==> src/rtl/mem_pkg.sv <==
// Shared definitions for the memory stage.
// Contents: funct3 load/store encodings, FSM states, byte-enable patterns and the
// access-size decode used by both the lane logic and the misalignment check.
package mem_pkg;

    // funct3 encodings for loads and stores
    localparam logic [2:0] F3_LB  = 3'b000;
    localparam logic [2:0] F3_LH  = 3'b001;
    localparam logic [2:0] F3_LW  = 3'b010;
    localparam logic [2:0] F3_LBU = 3'b100;
    localparam logic [2:0] F3_LHU = 3'b101;
    localparam logic [2:0] F3_SB  = 3'b000;
    localparam logic [2:0] F3_SH  = 3'b001;
    localparam logic [2:0] F3_SW  = 3'b010;

    // Base byte-enable patterns, shifted into place by the low address bits
    localparam logic [3:0] BE_NONE = 4'b0000;
    localparam logic [3:0] BE_BYTE = 4'b0001;
    localparam logic [3:0] BE_HALF = 4'b0011;
    localparam logic [3:0] BE_WORD = 4'b1111;

    typedef enum logic {
        IDLE,
        WAIT
    } mem_state_t;

    typedef enum logic [1:0] {
        SZ_BYTE,
        SZ_HALF,
        SZ_WORD
    } acc_size_t;

    // Stores recognise only sb/sh as narrow; loads also treat lbu/lhu as narrow.
    // Every other encoding is a full-word access.
    function automatic acc_size_t access_size(input logic is_store, input logic [2:0] funct3);
        acc_size_t sz;
        sz = SZ_WORD;
        if (is_store) begin
            case (funct3)
                F3_SB:   sz = SZ_BYTE;
                F3_SH:   sz = SZ_HALF;
                default: sz = SZ_WORD;
            endcase
        end else begin
            case (funct3)
                F3_LB, F3_LBU: sz = SZ_BYTE;
                F3_LH, F3_LHU: sz = SZ_HALF;
                default:       sz = SZ_WORD;
            endcase
        end
        return sz;
    endfunction

endpackage

==> src/rtl/mem_stage_load_extend.sv <==
// Load lane select and sign/zero extension (purely combinational).
// Picks the byte or half addressed by addr_i out of the read word and extends it
// according to funct3; unknown encodings pass the whole word.
module load_extend
    import mem_pkg::*;
(
    input  logic [31:0] rdata_i,
    input  logic [1:0]  addr_i,
    input  logic [2:0]  funct3_i,
    output logic [31:0] data_o
);

    logic [7:0]  byte_sel;
    logic [15:0] half_sel;

    // Lane select by address, then extend by access type
    always_comb begin
        byte_sel = rdata_i[{addr_i, 3'b000} +: 8];
        half_sel = addr_i[1] ? rdata_i[31:16] : rdata_i[15:0];
        case (funct3_i)
            F3_LB:   data_o = {{24{byte_sel[7]}}, byte_sel};
            F3_LH:   data_o = {{16{half_sel[15]}}, half_sel};
            F3_LBU:  data_o = {24'h000000, byte_sel};
            F3_LHU:  data_o = {16'h0000, half_sel};
            default: data_o = rdata_i;
        endcase
    end

endmodule

==> src/rtl/mem_stage.sv <==
// Pipeline memory stage: EX/MEM register, request/acknowledge data-memory port
// with byte strobes, load extension and the MEM/WB register.
// Optional build macro MISALIGN_CHECK_EN: when defined, misaligned half/word
// accesses are suppressed (no request, no stall) and flagged on MisalignW_o.
module mem_stage
    import mem_pkg::*;
#(
    parameter int DATA_WIDTH = 32,
    parameter int ADDR_WIDTH = 32
) (
    input  logic                  clk_i,
    input  logic                  rst_i,
    input  logic [DATA_WIDTH-1:0] ALUResultE_i,
    input  logic [DATA_WIDTH-1:0] WriteDataE_i,
    input  logic [DATA_WIDTH-1:0] PCPlus4E_i,
    input  logic [4:0]            RdE_i,
    input  logic                  RegWriteE_i,
    input  logic                  MemWriteE_i,
    input  logic                  MemReadE_i,
    input  logic [1:0]            ResultSrcE_i,
    input  logic [2:0]            Funct3E_i,
    output logic                  DMemReq_o,
    output logic                  DMemWe_o,
    output logic [ADDR_WIDTH-1:0] DMemAddr_o,
    output logic [DATA_WIDTH-1:0] DMemWData_o,
    output logic [3:0]            DMemBe_o,
    input  logic                  DMemAck_i,
    input  logic [DATA_WIDTH-1:0] DMemRData_i,
    output logic                  StallM_o,
    output logic [DATA_WIDTH-1:0] ALUResultW_o,
    output logic [DATA_WIDTH-1:0] ReadDataW_o,
    output logic [DATA_WIDTH-1:0] PCPlus4W_o,
    output logic [4:0]            RdW_o,
    output logic                  RegWriteW_o,
    output logic [1:0]            ResultSrcW_o,
    output logic                  MisalignW_o
);

    // EX/MEM register
    logic [DATA_WIDTH-1:0] alu_m_q, alu_m_d;
    logic [DATA_WIDTH-1:0] wdata_m_q, wdata_m_d;
    logic [DATA_WIDTH-1:0] pc4_m_q, pc4_m_d;
    logic [4:0]            rd_m_q, rd_m_d;
    logic                  regwrite_m_q, regwrite_m_d;
    logic                  memwrite_m_q, memwrite_m_d;
    logic                  memread_m_q, memread_m_d;
    logic [1:0]            resultsrc_m_q, resultsrc_m_d;
    logic [2:0]            funct3_m_q, funct3_m_d;

    // MEM/WB register
    logic [DATA_WIDTH-1:0] alu_w_q, alu_w_d;
    logic [DATA_WIDTH-1:0] rdata_w_q, rdata_w_d;
    logic [DATA_WIDTH-1:0] pc4_w_q, pc4_w_d;
    logic [4:0]            rd_w_q, rd_w_d;
    logic                  regwrite_w_q, regwrite_w_d;
    logic [1:0]            resultsrc_w_q, resultsrc_w_d;
    logic                  misalign_w_q, misalign_w_d;

    mem_state_t state_q, state_d;

    acc_size_t             size;
    logic                  mem_op;
    logic                  misalign;
    logic                  pending;
    logic                  req;
    logic                  stall;
    logic [3:0]            be;
    logic [DATA_WIDTH-1:0] wdata_lanes;
    logic [DATA_WIDTH-1:0] load_val;

    load_extend u_load_extend (
        .rdata_i  (DMemRData_i),
        .addr_i   (alu_m_q[1:0]),
        .funct3_i (funct3_m_q),
        .data_o   (load_val)
    );

    // Access decode: size, misalignment, byte strobes and lane-replicated store data
    always_comb begin
        mem_op = memread_m_q | memwrite_m_q;
        size   = access_size(memwrite_m_q, funct3_m_q);
`ifdef MISALIGN_CHECK_EN
        misalign = mem_op & (((size == SZ_HALF) & alu_m_q[0]) |
                             ((size == SZ_WORD) & (|alu_m_q[1:0])));
`else
        misalign = 1'b0;
`endif
        pending = mem_op & ~misalign;
        case (size)
            SZ_BYTE: begin
                be          = BE_BYTE << alu_m_q[1:0];
                wdata_lanes = {4{wdata_m_q[7:0]}};
            end
            SZ_HALF: begin
                be          = BE_HALF << {alu_m_q[1], 1'b0};
                wdata_lanes = {2{wdata_m_q[15:0]}};
            end
            default: begin
                be          = BE_WORD;
                wdata_lanes = wdata_m_q;
            end
        endcase
    end

    // Request FSM: request is raised combinationally in IDLE and held through WAIT
    always_comb begin
        state_d = state_q;
        req     = 1'b0;
        stall   = 1'b0;
        case (state_q)
            IDLE: begin
                if (pending) begin
                    req   = 1'b1;
                    stall = ~DMemAck_i;
                    if (!DMemAck_i) begin
                        state_d = WAIT;
                    end
                end
            end
            WAIT: begin
                req   = 1'b1;
                stall = ~DMemAck_i;
                if (DMemAck_i) begin
                    state_d = IDLE;
                end
            end
            default: state_d = IDLE;
        endcase
    end

    // EX/MEM next value: capture execute outputs unless the stage is stalled
    always_comb begin
        alu_m_d       = alu_m_q;
        wdata_m_d     = wdata_m_q;
        pc4_m_d       = pc4_m_q;
        rd_m_d        = rd_m_q;
        regwrite_m_d  = regwrite_m_q;
        memwrite_m_d  = memwrite_m_q;
        memread_m_d   = memread_m_q;
        resultsrc_m_d = resultsrc_m_q;
        funct3_m_d    = funct3_m_q;
        if (!stall) begin
            alu_m_d       = ALUResultE_i;
            wdata_m_d     = WriteDataE_i;
            pc4_m_d       = PCPlus4E_i;
            rd_m_d        = RdE_i;
            regwrite_m_d  = RegWriteE_i;
            memwrite_m_d  = MemWriteE_i;
            memread_m_d   = MemReadE_i;
            resultsrc_m_d = ResultSrcE_i;
            funct3_m_d    = Funct3E_i;
        end
    end

    // MEM/WB next value: a bubble while stalled, otherwise the completed instruction
    always_comb begin
        alu_w_d       = '0;
        rdata_w_d     = '0;
        pc4_w_d       = '0;
        rd_w_d        = '0;
        regwrite_w_d  = 1'b0;
        resultsrc_w_d = '0;
        misalign_w_d  = 1'b0;
        if (!stall) begin
            alu_w_d       = alu_m_q;
            pc4_w_d       = pc4_m_q;
            rd_w_d        = rd_m_q;
            resultsrc_w_d = resultsrc_m_q;
            regwrite_w_d  = regwrite_m_q & ~misalign;
            misalign_w_d  = misalign;
            // a load paired with a store is a store, so no read data
            if (memread_m_q && !memwrite_m_q && !misalign) begin
                rdata_w_d = load_val;
            end
        end
    end

    // Pipeline and FSM state registers
    always_ff @(posedge clk_i or posedge rst_i) begin
        if (rst_i) begin
            state_q       <= IDLE;
            alu_m_q       <= '0;
            wdata_m_q     <= '0;
            pc4_m_q       <= '0;
            rd_m_q        <= '0;
            regwrite_m_q  <= 1'b0;
            memwrite_m_q  <= 1'b0;
            memread_m_q   <= 1'b0;
            resultsrc_m_q <= '0;
            funct3_m_q    <= '0;
            alu_w_q       <= '0;
            rdata_w_q     <= '0;
            pc4_w_q       <= '0;
            rd_w_q        <= '0;
            regwrite_w_q  <= 1'b0;
            resultsrc_w_q <= '0;
            misalign_w_q  <= 1'b0;
        end else begin
            state_q       <= state_d;
            alu_m_q       <= alu_m_d;
            wdata_m_q     <= wdata_m_d;
            pc4_m_q       <= pc4_m_d;
            rd_m_q        <= rd_m_d;
            regwrite_m_q  <= regwrite_m_d;
            memwrite_m_q  <= memwrite_m_d;
            memread_m_q   <= memread_m_d;
            resultsrc_m_q <= resultsrc_m_d;
            funct3_m_q    <= funct3_m_d;
            alu_w_q       <= alu_w_d;
            rdata_w_q     <= rdata_w_d;
            pc4_w_q       <= pc4_w_d;
            rd_w_q        <= rd_w_d;
            regwrite_w_q  <= regwrite_w_d;
            resultsrc_w_q <= resultsrc_w_d;
            misalign_w_q  <= misalign_w_d;
        end
    end

    assign DMemReq_o    = req;
    assign DMemWe_o     = req & memwrite_m_q;
    assign DMemAddr_o   = req ? {alu_m_q[ADDR_WIDTH-1:2], 2'b00} : '0;
    assign DMemWData_o  = req ? wdata_lanes : '0;
    assign DMemBe_o     = req ? be : BE_NONE;
    assign StallM_o     = stall;
    assign ALUResultW_o = alu_w_q;
    assign ReadDataW_o  = rdata_w_q;
    assign PCPlus4W_o   = pc4_w_q;
    assign RdW_o        = rd_w_q;
    assign RegWriteW_o  = regwrite_w_q;
    assign ResultSrcW_o = resultsrc_w_q;
    assign MisalignW_o  = misalign_w_q;

endmodule

==> config.mk <==
export PLATFORM = sky130hd
export DESIGN_NAME = mem_stage
export DESIGN_NICKNAME = d
export VERILOG_FILES = /design/src/rtl/mem_pkg.sv /design/src/rtl/mem_stage_load_extend.sv /design/src/rtl/mem_stage.sv
export SDC_FILE = /design/constraint.sdc
export NUM_CORES = 1
export LEC_CHECK = 0
export CORE_MARGIN = 4
export CORE_UTILIZATION = 45
export DETAILED_ROUTE_END_ITERATION = 16
export PLACE_DENSITY = 0.93
export SYNTH_ARGS = -nofsm -noshare
export SYNTH_HDL_FRONTEND = slang
export SYNTH_SLANG_ARGS = --single-unit
==> constraint.sdc <==
create_clock -name clk_i -period 8.3 [get_ports clk_i]
set_input_delay 0.83 -clock clk_i [delete_from_list [all_inputs] [get_ports clk_i]]
set_output_delay 0.83 -clock clk_i [all_outputs]
set_load 0.005 [all_outputs]
==> Word level (Yosys, flattened, before mapping) <==
Index checks and enable logic that the tools add are counted.
{ "word_totals": {"out_inout_bits": 176, "inputBits": 144, "ff_bits": 214, "wordCells": 57} }
{ "classes": {"mux": 24, "bitwise": 4, "n_shift": 3, "eq_ne": 4, "reduce_logical": 6} }
{ "ops": {"columns": ["op", "count"], "rows": [
  ["two-way mux 32 bit", 6],
  ["case mux 32 bit (4 select lines)", 1],
  ["case mux 32 bit (2 select lines)", 1],
  ["variable part select 32 x 6 -> 8 bit", 1],
  ["two-way mux 16 bit", 1],
  ["case mux 2 bit (2 select lines)", 2],
  ["case mux 4 bit (2 select lines)", 1],
  ["== test 3 bit, second input constant", 2],
  ["case mux 1 bit (2 select lines)", 3],
  ["two-way mux 1 bit", 5],
  ["two-way mux 5 bit", 1],
  ["two-way mux 2 bit", 2],
  ["two-way mux 4 bit", 1],
  ["OR reduction 2 bit", 2],
  ["<< shifter 1 x 2 -> 4 bit, first input constant", 1],
  ["<< shifter 2 x 2 -> 4 bit, first input constant", 1],
  ["== test 3 x 1 -> 1 bit, second input constant", 1],
  ["logical NOT 3 bit", 1],
  ["== test 2 x 1 -> 1 bit, second input constant", 1],
  ["logical NOT 2 bit", 1],
  ["NOT 1 bit", 2],
  ["bitwise AND 1 bit", 1],
  ["logical AND 1 bit", 1],
  ["logical NOT 1 bit", 1],
  ["bitwise OR 1 bit", 1]
]} }

==> Depth between registers and ports, before layout <==
Gate-level depths: netlist of the first run.
{ "depth": {"depth_word": 7, "mapped_depth": 7, "depth_no_buf": 4} }

==> By module <==
Synthesis of the first run repeated with hierarchy kept, for this count alone.
{ "hier_totals": {"hier_cells": 714, "hier_area_um2": 8977.4} }
{ "by_module_without_submodules": {"columns": ["module", "seq_area_each_um2", "instances", "area_per_inst_um2", "cells_each"], "rows": [
  ["mem_stage", 5355.1, 1, 8216.6, 596],
  ["load_extend", 0.0, 1, 760.7, 118]
]} }

==> Worst setup path after synthesis of the first run <==
Ideal clock, no wire load.
{ "synth_path": {"path_type": "reg2out", "from": "register memwrite_m_q", "to": "output port DMemBe_o[0]", "path_stages_with_launch": 5, "path_slack_ns": 6.104, "required_time_ns": 7.470, "n_path_buf": 2, "arrival_ns": 1.366, "path_cell_list": "dfrtp_1 > nor3_4 > clkbuf_1 > clkbuf_1 > a21oi_1"} }
{ "synth_via": {"elab_chain_cells": 4, "elab_cells_between_ends": 8, "classes_between": "eq/ne: 1; mux: 5; bitwise: 1; reduce/logical: 1"} }
{ "synth_rtl": {"columns": ["element", "line", "rtl"], "rows": [
  ["start: declaration", "mem_stage.sv:45", "logic memwrite_m_q, memwrite_m_d;"],
  ["start signal: assignment", "mem_stage.sv:205", "memwrite_m_q <= memwrite_m_d;"],
  ["two-way mux 2 bit / bitwise OR 1 bit (equally long branches)", "mem_pkg.sv:38, mem_stage.sv:80", null],
  ["== test 2 x 1 -> 1 bit, or another cell as far along", "mem_stage.sv:89", "case (size)"],
  ["case mux 4 bit (2 select lines) / case mux 1 bit (2 select lines) (equally long branches)", "mem_stage.sv:89, mem_stage.sv:110", null],
  ["two-way mux 4 bit (*)", "mem_stage.sv:223", "assign DMemBe_o = req ? be : BE_NONE;"],
  ["end: declaration", "mem_stage.sv:26", "output logic [3:0] DMemBe_o,"]
]} }
Mark *: on every way between the ends. The rest lies on a longest branch, timed or not.

==> Final worst setup path of the first run <==
{ "layout_path": {"from": "register funct3_m_q[1]", "to": "output port DMemWData_o[30]"} }
{ "layout_via": {"elab_chain_cells": 7, "elab_cells_between_ends": 13, "classes_between": "eq/ne: 4; mux: 5; reduce/logical: 4"} }
{ "layout_rtl": {"columns": ["element", "line", "rtl"], "rows": [
  ["start: declaration", "mem_stage.sv:48", "logic [2:0] funct3_m_q, funct3_m_d;"],
  ["start signal: assignment", "mem_stage.sv:208", "funct3_m_q <= funct3_m_d;"],
  ["== test 3 x 1 -> 1 bit, or another cell as far along", "mem_pkg.sv:39, mem_pkg.sv:45", null],
  ["OR reduction 2 bit", "mem_pkg.sv:45", "case (funct3)"],
  ["case mux 2 bit (2 select lines)", "mem_pkg.sv:45", null],
  ["two-way mux 2 bit (*)", "mem_pkg.sv:38", "if (is_store) begin"],
  ["== test 2 x 1 -> 1 bit / logical NOT 2 bit (equally long branches)", "mem_stage.sv:89", null],
  ["case mux 32 bit (2 select lines) (*)", "mem_stage.sv:89", null],
  ["two-way mux 32 bit (*)", "mem_stage.sv:222", "assign DMemWData_o = req ? wdata_lanes : '0;"],
  ["end: declaration", "mem_stage.sv:25", "output logic [DATA_WIDTH-1:0] DMemWData_o,"]
]} }
Marked as above.

==> results by group, run 1 <==
STA
  – Final Hold Violating Endpoints: 0
  – Crit share post-route: between 40% and 50%
  – Slew @ Worst Pin: 1.24 ns
  – Final Critical Period: ~4.1 ns
  – Final setup TNS: 0 ns
  – Max-slew violation count: 0
  – Final Setup Violations: 0
  – Worst hold margin: ~0.49 ns
  – Worst slew margin: approximately 17%
  – Max Fclk: ~240 MHz
  – RSZ-0062 raised after global routing: false
  – Worst Skew: ~0.018 ns
  – Final worst slack: about 4.2 ns

Synthesis
  – Register bit total from synthesis: between 200 and 250
  – Post-synthesis async set-or-reset flop share: 100%
  – Syn Area/Cell: roughly 13 um^2
  – Distinct cells, synth: 38
  – Top_reg_cell synth: dfrtp_1
  – Post-Syn Instances: 688
  – Synth top area share: between 60% and 70%
  – Synth warn: 0
  – Synth area leaders: dfrtp_1, mux2_2, nor2b_1
  – Yosys top cell by area: dfrtp_1
  – Post-Synthesis Cell Area: 8670 um^2
  – Seq/Total Area, Yosys: between 60% and 70%
  – Post-synth EDFFs: 0

Detailed routing
  – Avg WL per Cell: between 15 and 20 um
  – Via count: 6,372
  – Post-route ant nets: 0
  – WL final: roughly 23 mm
  – Vias per Instance: between 5 and 6
  – DR iter-0 viols: 285
  – Pre-antenna DRT Iters: 5
  – DRC: 0

Critical path
  – Worst Path Buf+Inv: 1
  – Worst path required time: 7.47 ns
  – CP Capture Type: primary output
  – Critical path, cell by cell: a21oi_2 -> nor2_1 -> a211oi_1 -> clkdlybuf4s50_1
  – Crit path kind: reg -> out
  – CP startpoint kind: register
  – Delay-heaviest family, CP: compound AO/OA/AOI/OAI gates
  – WP data arrival: 3.29 ns
  – Maximum net fanout on the critical path: 28
  – Crit-path max cell delay: about 1.1 ns
  – Slowest CP cell: a21oi_2

Clock network
  – Postcts setup bufs: 0
  – H-tree Lvls: 1
  – Worst skew pair latency: 0.51 ns
  – Resize count post-CTS: 0
  – Clock Tree Root: clkbuf_16
  – Longest Clk Path Bufs: 3
  – Clk pin slew, worst setup/hold paths: ~0.060 ns
  – CTS tree: done
  – Num CTS Buffers: 23
  – Clk sink count: between 200 and 250
  – Hold-fix buffers, CTS: 0

GRT
  – Tot GR Track Use: 20.9%
  – First-pass GRT wire length: roughly 36 mm
  – Grt peak-use layer: met2
  – Initial antenna violation count: 0
  – Met2 usage: 35.5%
  – Grt met1 use: approximately 25%
  – Total global routing overflow: 0
  – Met3 Usage GRT: 5.37%
  – Largest net degree at the start of global routing: 144
  – Vias in the first global route: about 6,600

Power and ir drop
  – Clk pwr share: 36.5%
  – Leakage: between 0.005 and 0.006 uW
  – Comb pwr share: 21.7%
  – Power density cells: roughly 230 nW/um^2
  – Internal: around 2200 uW
  – Switching fraction of total power: 24.9%
  – Largest vdd supply drop: about 180 uV
  – Net Switching: roughly 740 uW
  – Sequential share of power: approximately two fifths

Place
  – Post-place setup slack: approximately 4.4 ns
  – Routability cong.: approximately 0.87
  – Area after DPL: about 12,000 um^2
  – Port bufs: roughly 320
  – Hpwl dp: between 15 and 20 mm

Layout
  – Layout cell share with drive strength beyond 1: ~16%
  – Commonest non-fill, non-tap cells in the layout: clkdlybuf4s50_1, dfrtp_1, mux2_2, nor2b_1, nand2_1
  – Area Overhead vs Synth: 47.5%
  – Fin nets: 1,131
  – Layout Cell Area excl Fill: around 13,000 um^2
  – N_diodes: 0
  – Commonest non-fill, non-tap cell in the layout: clkdlybuf4s50_1

Min path
  – Class of the worst hold path: reg -> reg

Status
  – Status: finished clean

Floorplanning
  – IO Pins: 320
  – Die Area: around 22,000 um^2
  – Core Area: roughly 19,000 um^2
  – Cell row count: 50
  – Die width: approximately 150 um
  – Starting density of the core: a little under half
  – Die height: ~150 um

Job
  – Max cap viols: 0
## path summary, 6_finish.rpt
| path | start | end | slack, ns | cells after the start |
|---|---|---|---|---|
| setup / recovery | funct3_m_q[1] | DMemWData_o[30] | 4.18 | 4 |
| max in group asynchronous | rst_i | ReadDataW_o[29] | 5.79 | 3 |
| hold reg to reg | pc4_m_q[17] | PCPlus4W_o[17] | 0.49 | 1 |
| setup reg to reg | memwrite_m_q | pc4_m_q[19] | 4.99 | 6 |
| hold / removal | pc4_m_q[17] | PCPlus4W_o[17] | 0.49 | 1 |
| min in group asynchronous | rst_i | PCPlus4W_o[20] | 0.93 | 2 |
## per-layer routing
metal | part of all wire (%) | wire length [um] | vias up
met5 | 0 | 0 | -
met4 | 4.5 | 1050 | 0
met3 | 7.4 | 1720 | 70
met2 | 50 | 11700 | 283
met1 | 38 | 8820 | 3098
li1 | - | - | 2921
## worst register-to-register path: cells and delay by family, from the launching register on
| family | cells | cell delay [ns] |
|---|---|---|
| buffers and inverters | 3 | 2.01 |
| flip-flops | 1 | 0.49 |
| multiplexers | 1 | 0.49 |
| AND/OR/NAND/NOR | 2 | 0.18 |
## cells by family after synthesis
logic type             count (synthesis)  synth area share (%)
AND/OR/NAND/NOR                      208                  12.9
AO/OA/AOI/OAI                         85                  6.22
flip-flops                           214                  61.7
multiplexers                         125                  16.1
buffers and inverters                 55                  2.94
other                                  1                0.0432
## cells in the mapped netlist (8+ instances only)
cell type  number
a211oi_1        9
a21oi_1        39
and2_1         38
buf_2          18
clkbuf_1       24
dfrtp_1       214
mux2_2        108
mux2i_1        16
nand2_1        57
nor2_1         19
nor2b_1        72
nor3_1          8
o21ai_0        12
## registers in the layout, indices dropped and copies added (netlist names), 2 cells and up
register,count
pc4_m_q,32
ReadDataW_o,32
ALUResultW_o,32
resultsrc_m_q,2
ResultSrcW_o,2
RdW_o,5
funct3_m_q,3
alu_m_q,32
rd_m_q,5
PCPlus4W_o,32
wdata_m_q,32
## metrics by stage
step	util, %	total power [uW]	std cells
after detailed placement	63.6	1900	1222
after global placement	63.6	1880	1222
after CTS	67.9	3000	1263
final	67.9	2960	1263
after global routing	67.9	3100	1263
after floorplan	-	1520	690
## area by class of cell
type,count,area (um^2)
flip-flops and latches,214,5360
well taps,260,325
fillers,1307,6040
repair buffers,321,3200
clock inverters,11,169
multi-input cells,421,3070
inverters,6,30.0
clock buffers,30,642
## power by group through the flow
stage	Combinational [uW]	Sequential (uW)	Clock [uW]
detailed placement	647	1250	0
global route	693	1250	1150
global placement	631	1250	0
floorplan	293	1230	0
CTS	651	1240	1110
finish	644	1240	1080
Note: power is estimated with default switching activity, not from simulation.
==> inputs of run 2 (changes only) <==
--- a/config.mk
+++ b/config.mk
@@ -6,9 +6,9 @@
 export NUM_CORES = 1
 export LEC_CHECK = 0
 export CORE_MARGIN = 4
-export CORE_UTILIZATION = 45
+export CORE_UTILIZATION = 40
 export DETAILED_ROUTE_END_ITERATION = 16
-export PLACE_DENSITY = 0.93
+export PLACE_DENSITY = 0.88
 export SYNTH_ARGS = -nofsm -noshare
 export SYNTH_HDL_FRONTEND = slang
 export SYNTH_SLANG_ARGS = --single-unit
==> constraint.sdc (replaced) <==
create_clock -name clk_i -period 3.6 [get_ports clk_i]
set_input_delay 0.36 -clock clk_i [delete_from_list [all_inputs] [get_ports clk_i]]
set_output_delay 0.36 -clock clk_i [all_outputs]
set_load 0.005 [all_outputs]
==> run 2 against run 1 <==
Net effect: combinational power rose by 140%; sequential share of layout area is 0.23 points lower; hold slack lost 0.21 ns; highest routed layer unchanged; via count rose by 2.3%; core utilization is 7.1 points lower; die area increased by 12%.
==> results by group, run 2 (synthesis gave the netlist of run 1 again) <==
STA
  – Final Critical Period: slightly above 3 ns
  – Final setup TNS: 0 ns (unchanged)
  – RSZ-0062 raised after global routing: false
  – Max-slew violation count: 0 (unchanged)
  – Max Fclk: between 300 and 400 MHz
  – Slew @ Worst Pin: 1.16 ns (-0.0816 ns)
  – Worst slew margin: 22.0% (+5.0 points)
  – Final worst slack: 0.575 ns (-3.61 ns)
  – Final Setup Violations: 0 (unchanged)
  – Final Hold Violating Endpoints: 0 (unchanged)
  – Crit share post-route: a little over four fifths
  – Worst Skew: 0.00738 ns (-0.0107 ns)

Min path
  – Class of the worst hold path: in -> async

Detailed routing
  – Met2 wire length: 12.2 mm (+4.3%)
  – M1 WL: 9.11 mm (+3.2%)
  – Via count: 6,520 (+2.3%)
  – Pre-antenna DRT Iters: 5 (unchanged)
  – DR WL met3: 2.19 mm (+28%)
  – WL final: 24.3 mm (+4.4%)
  – DR iter-0 viols: 286 (+0.35%)
  – Avg WL per Cell: 18.8 um (+2.3%)
  – DRC: 0 (unchanged)
  – Post-route ant nets: 0 (unchanged)
  – Max layer used: met4
  – Vias per Instance: 5.06 (+0.26%)

Power and ir drop
  – Net Switching: 1720 uW (+130%)
  – Internal: 4940 uW (+120%)
  – Comb pwr share: 23.0% (+1.3 points)
  – Power density cells: 518 nW/um^2 (+120%)
  – Clk pwr share: 34.5% (-2.0 points)
  – Largest vdd supply drop: 362 uV (+100%)
  – Sequential share of power: 42.5% (+0.7 points)
  – Switching fraction of total power: 25.8% (+0.99 points)
  – Leakage: 0.00543 uW (+0.51%)

Critical path
  – CP startpoint kind: register
  – Critical Path Start: funct3_m_q[1]
  – CP Capture Type: primary output
  – Maximum net fanout on the critical path: 28 (unchanged)
  – Critical path, cell by cell: buf_4 -> inv_2 -> and3_1 -> nand2_1 -> a21oi_1 -> clkdlybuf4s50_1
  – Crit-path max cell delay: 0.56 ns (-0.51 ns)
  – R2R depth: 4 (-2)
  – Worst path required time: 3.24 ns (-4.23 ns)
  – Worst Path Buf+Inv: 3 (+2)
  – CP Depth: 6 (+2)
  – FF-to-FF Start: funct3_m_q[0]
  – Delay-heaviest family, CP: buffers and inverters
  – WP data arrival: 2.67 ns (-0.62 ns)
  – Crit path kind: reg -> out
  – Critical Path Sink: DMemWData_o[13]
  – FF-to-FF End: ReadDataW_o[22]
  – Reg2reg setup slack: 1.29 ns (-3.70 ns)
  – Slowest CP cell: clkdlybuf4s50_1

Place
  – Hpwl dp: 17.5 mm (+6.8%)
  – Routability cong.: 0.885 (+2.2%)
  – Area after DPL: 12,100 um^2 (+1.1%)
  – Post-place setup slack: 1.15 ns (-3.29 ns)
  – Port bufs: 316 (unchanged)

GRT
  – Initial antenna violation count: 1 (+1)
  – Total global routing overflow: 0 (unchanged)
  – Largest net degree at the start of global routing: 96 (-33%)
  – Vias in the first global route: 6,872 (+3.6%)
  – Tot GR Track Use: 19.3% (-1.6 points)
  – First-pass GRT wire length: 37.4 mm (+3.0%)

Job
  – Max cap viols: 0 (unchanged)

Status
  – Status: finished clean

Layout
  – Layout Cell Area excl Fill: 12,900 um^2 (+0.55%)
  – Area of the multi-input gates: 3070 um^2 (unchanged)
  – # fillers: 1,612 (+23%)
  – Fin nets: 1,140 (+0.80%)
  – Commonest non-fill, non-tap cells in the layout: clkdlybuf4s50_1, dfrtp_1, mux2_2, nor2b_1, nand2_1
  – Finished Core Util: 60.8% (-7.1 points)
  – Sequential cell area: 5360 um^2 (unchanged)
  – Layout cell share with drive strength beyond 1: 16.6% (+0.63 points)
  – Commonest non-fill, non-tap cell in the layout: clkdlybuf4s50_1
  – Area Overhead vs Synth: 48.3%

Clock network
  – H-tree Lvls: 1 (unchanged)
  – Num CTS Buffers: 23 (unchanged)
  – Postcts setup bufs: 0 (unchanged)
  – Resize count post-CTS: 0 (unchanged)
  – Clk sink count: 214 (unchanged)
  – Longest Clk Path Bufs: 3 (unchanged)
  – Clock Tree Root: clkbuf_16
  – Hold-fix buffers, CTS: 0 (unchanged)
  – Worst skew pair latency: 0.51 ns (about the same)
  – Clk pin slew, worst setup/hold paths: 0.06 ns (about the same)
  – CTS tree: done

Floorplanning
  – Die Area: 24,100 um^2 (+12%)
  – Core Area: 21,200 um^2 (+12%)
  – Die height: 155 um (+5.7%)
  – Die width: 155 um (+5.7%)
  – IO Pins: 320 (unchanged)
  – Starting density of the core: 41.0% (-5.1 points)
  – Cell row count: 53 (+6.0%)
run 2: metal layers:
layer	vias to the layer above	global-route usage, %
li1	2939	-
met1	3187	23.6
met2	332	33.0
met3	62	5.31
met4	0	7.04
met5	-	0
run 2: layout make-up:
cell class                 count  area share [%]
sequential                   214            41.6
timing repair buffer         330            25.8
multi-input combinational    421            23.9
inverter                       6           0.204
tap                          275            2.67
clock buffer                  32            5.05
antenna                        1          0.0195
clock inverter                10           0.749
run 2: how the worst min path moves through the flow:
stage	depth (start not counted)	to	from	slack, ns
floorplan	1	memwrite_m_q	DMemAck_i	0.46
global placement	1	PCPlus4W_o[5]	pc4_m_q[5]	0.46
detailed placement	1	ResultSrcW_o[0]	resultsrc_m_q[0]	0.47
CTS	2	wdata_m_q[5]	rst_i	0.29
global route	2	wdata_m_q[5]	rst_i	0.34
finish	2	wdata_m_q[5]	rst_i	0.28
run 2: worst register-to-register path: cells and delay by family, from the launching register on:
family	cells	cell delay [ns]
AOI/OAI and AO/OA	2	1.17
DFF	1	0.49
buffers and inverters	1	0.33
and+or+nand+nor	1	0.13
run 2: power by group through the flow:
stage	registers, uW	clock network, uW	logic, uW
after CTS	2830	2350	1550
after global routing	2860	2450	1650
after global placement	2860	0	1500
after detailed placement	2880	0	1530
final	2830	2300	1530
after floorplan	2840	0	675
run 2: stage by stage:
stage,hold WS [ns],power (uW),std cells
floorplan,0.456,3510,690
global placement,0.465,4360,1246
detailed placement,0.472,4410,1246
CTS,0.293,6740,1288
global route,0.337,6970,1289
finish,0.285,6670,1289
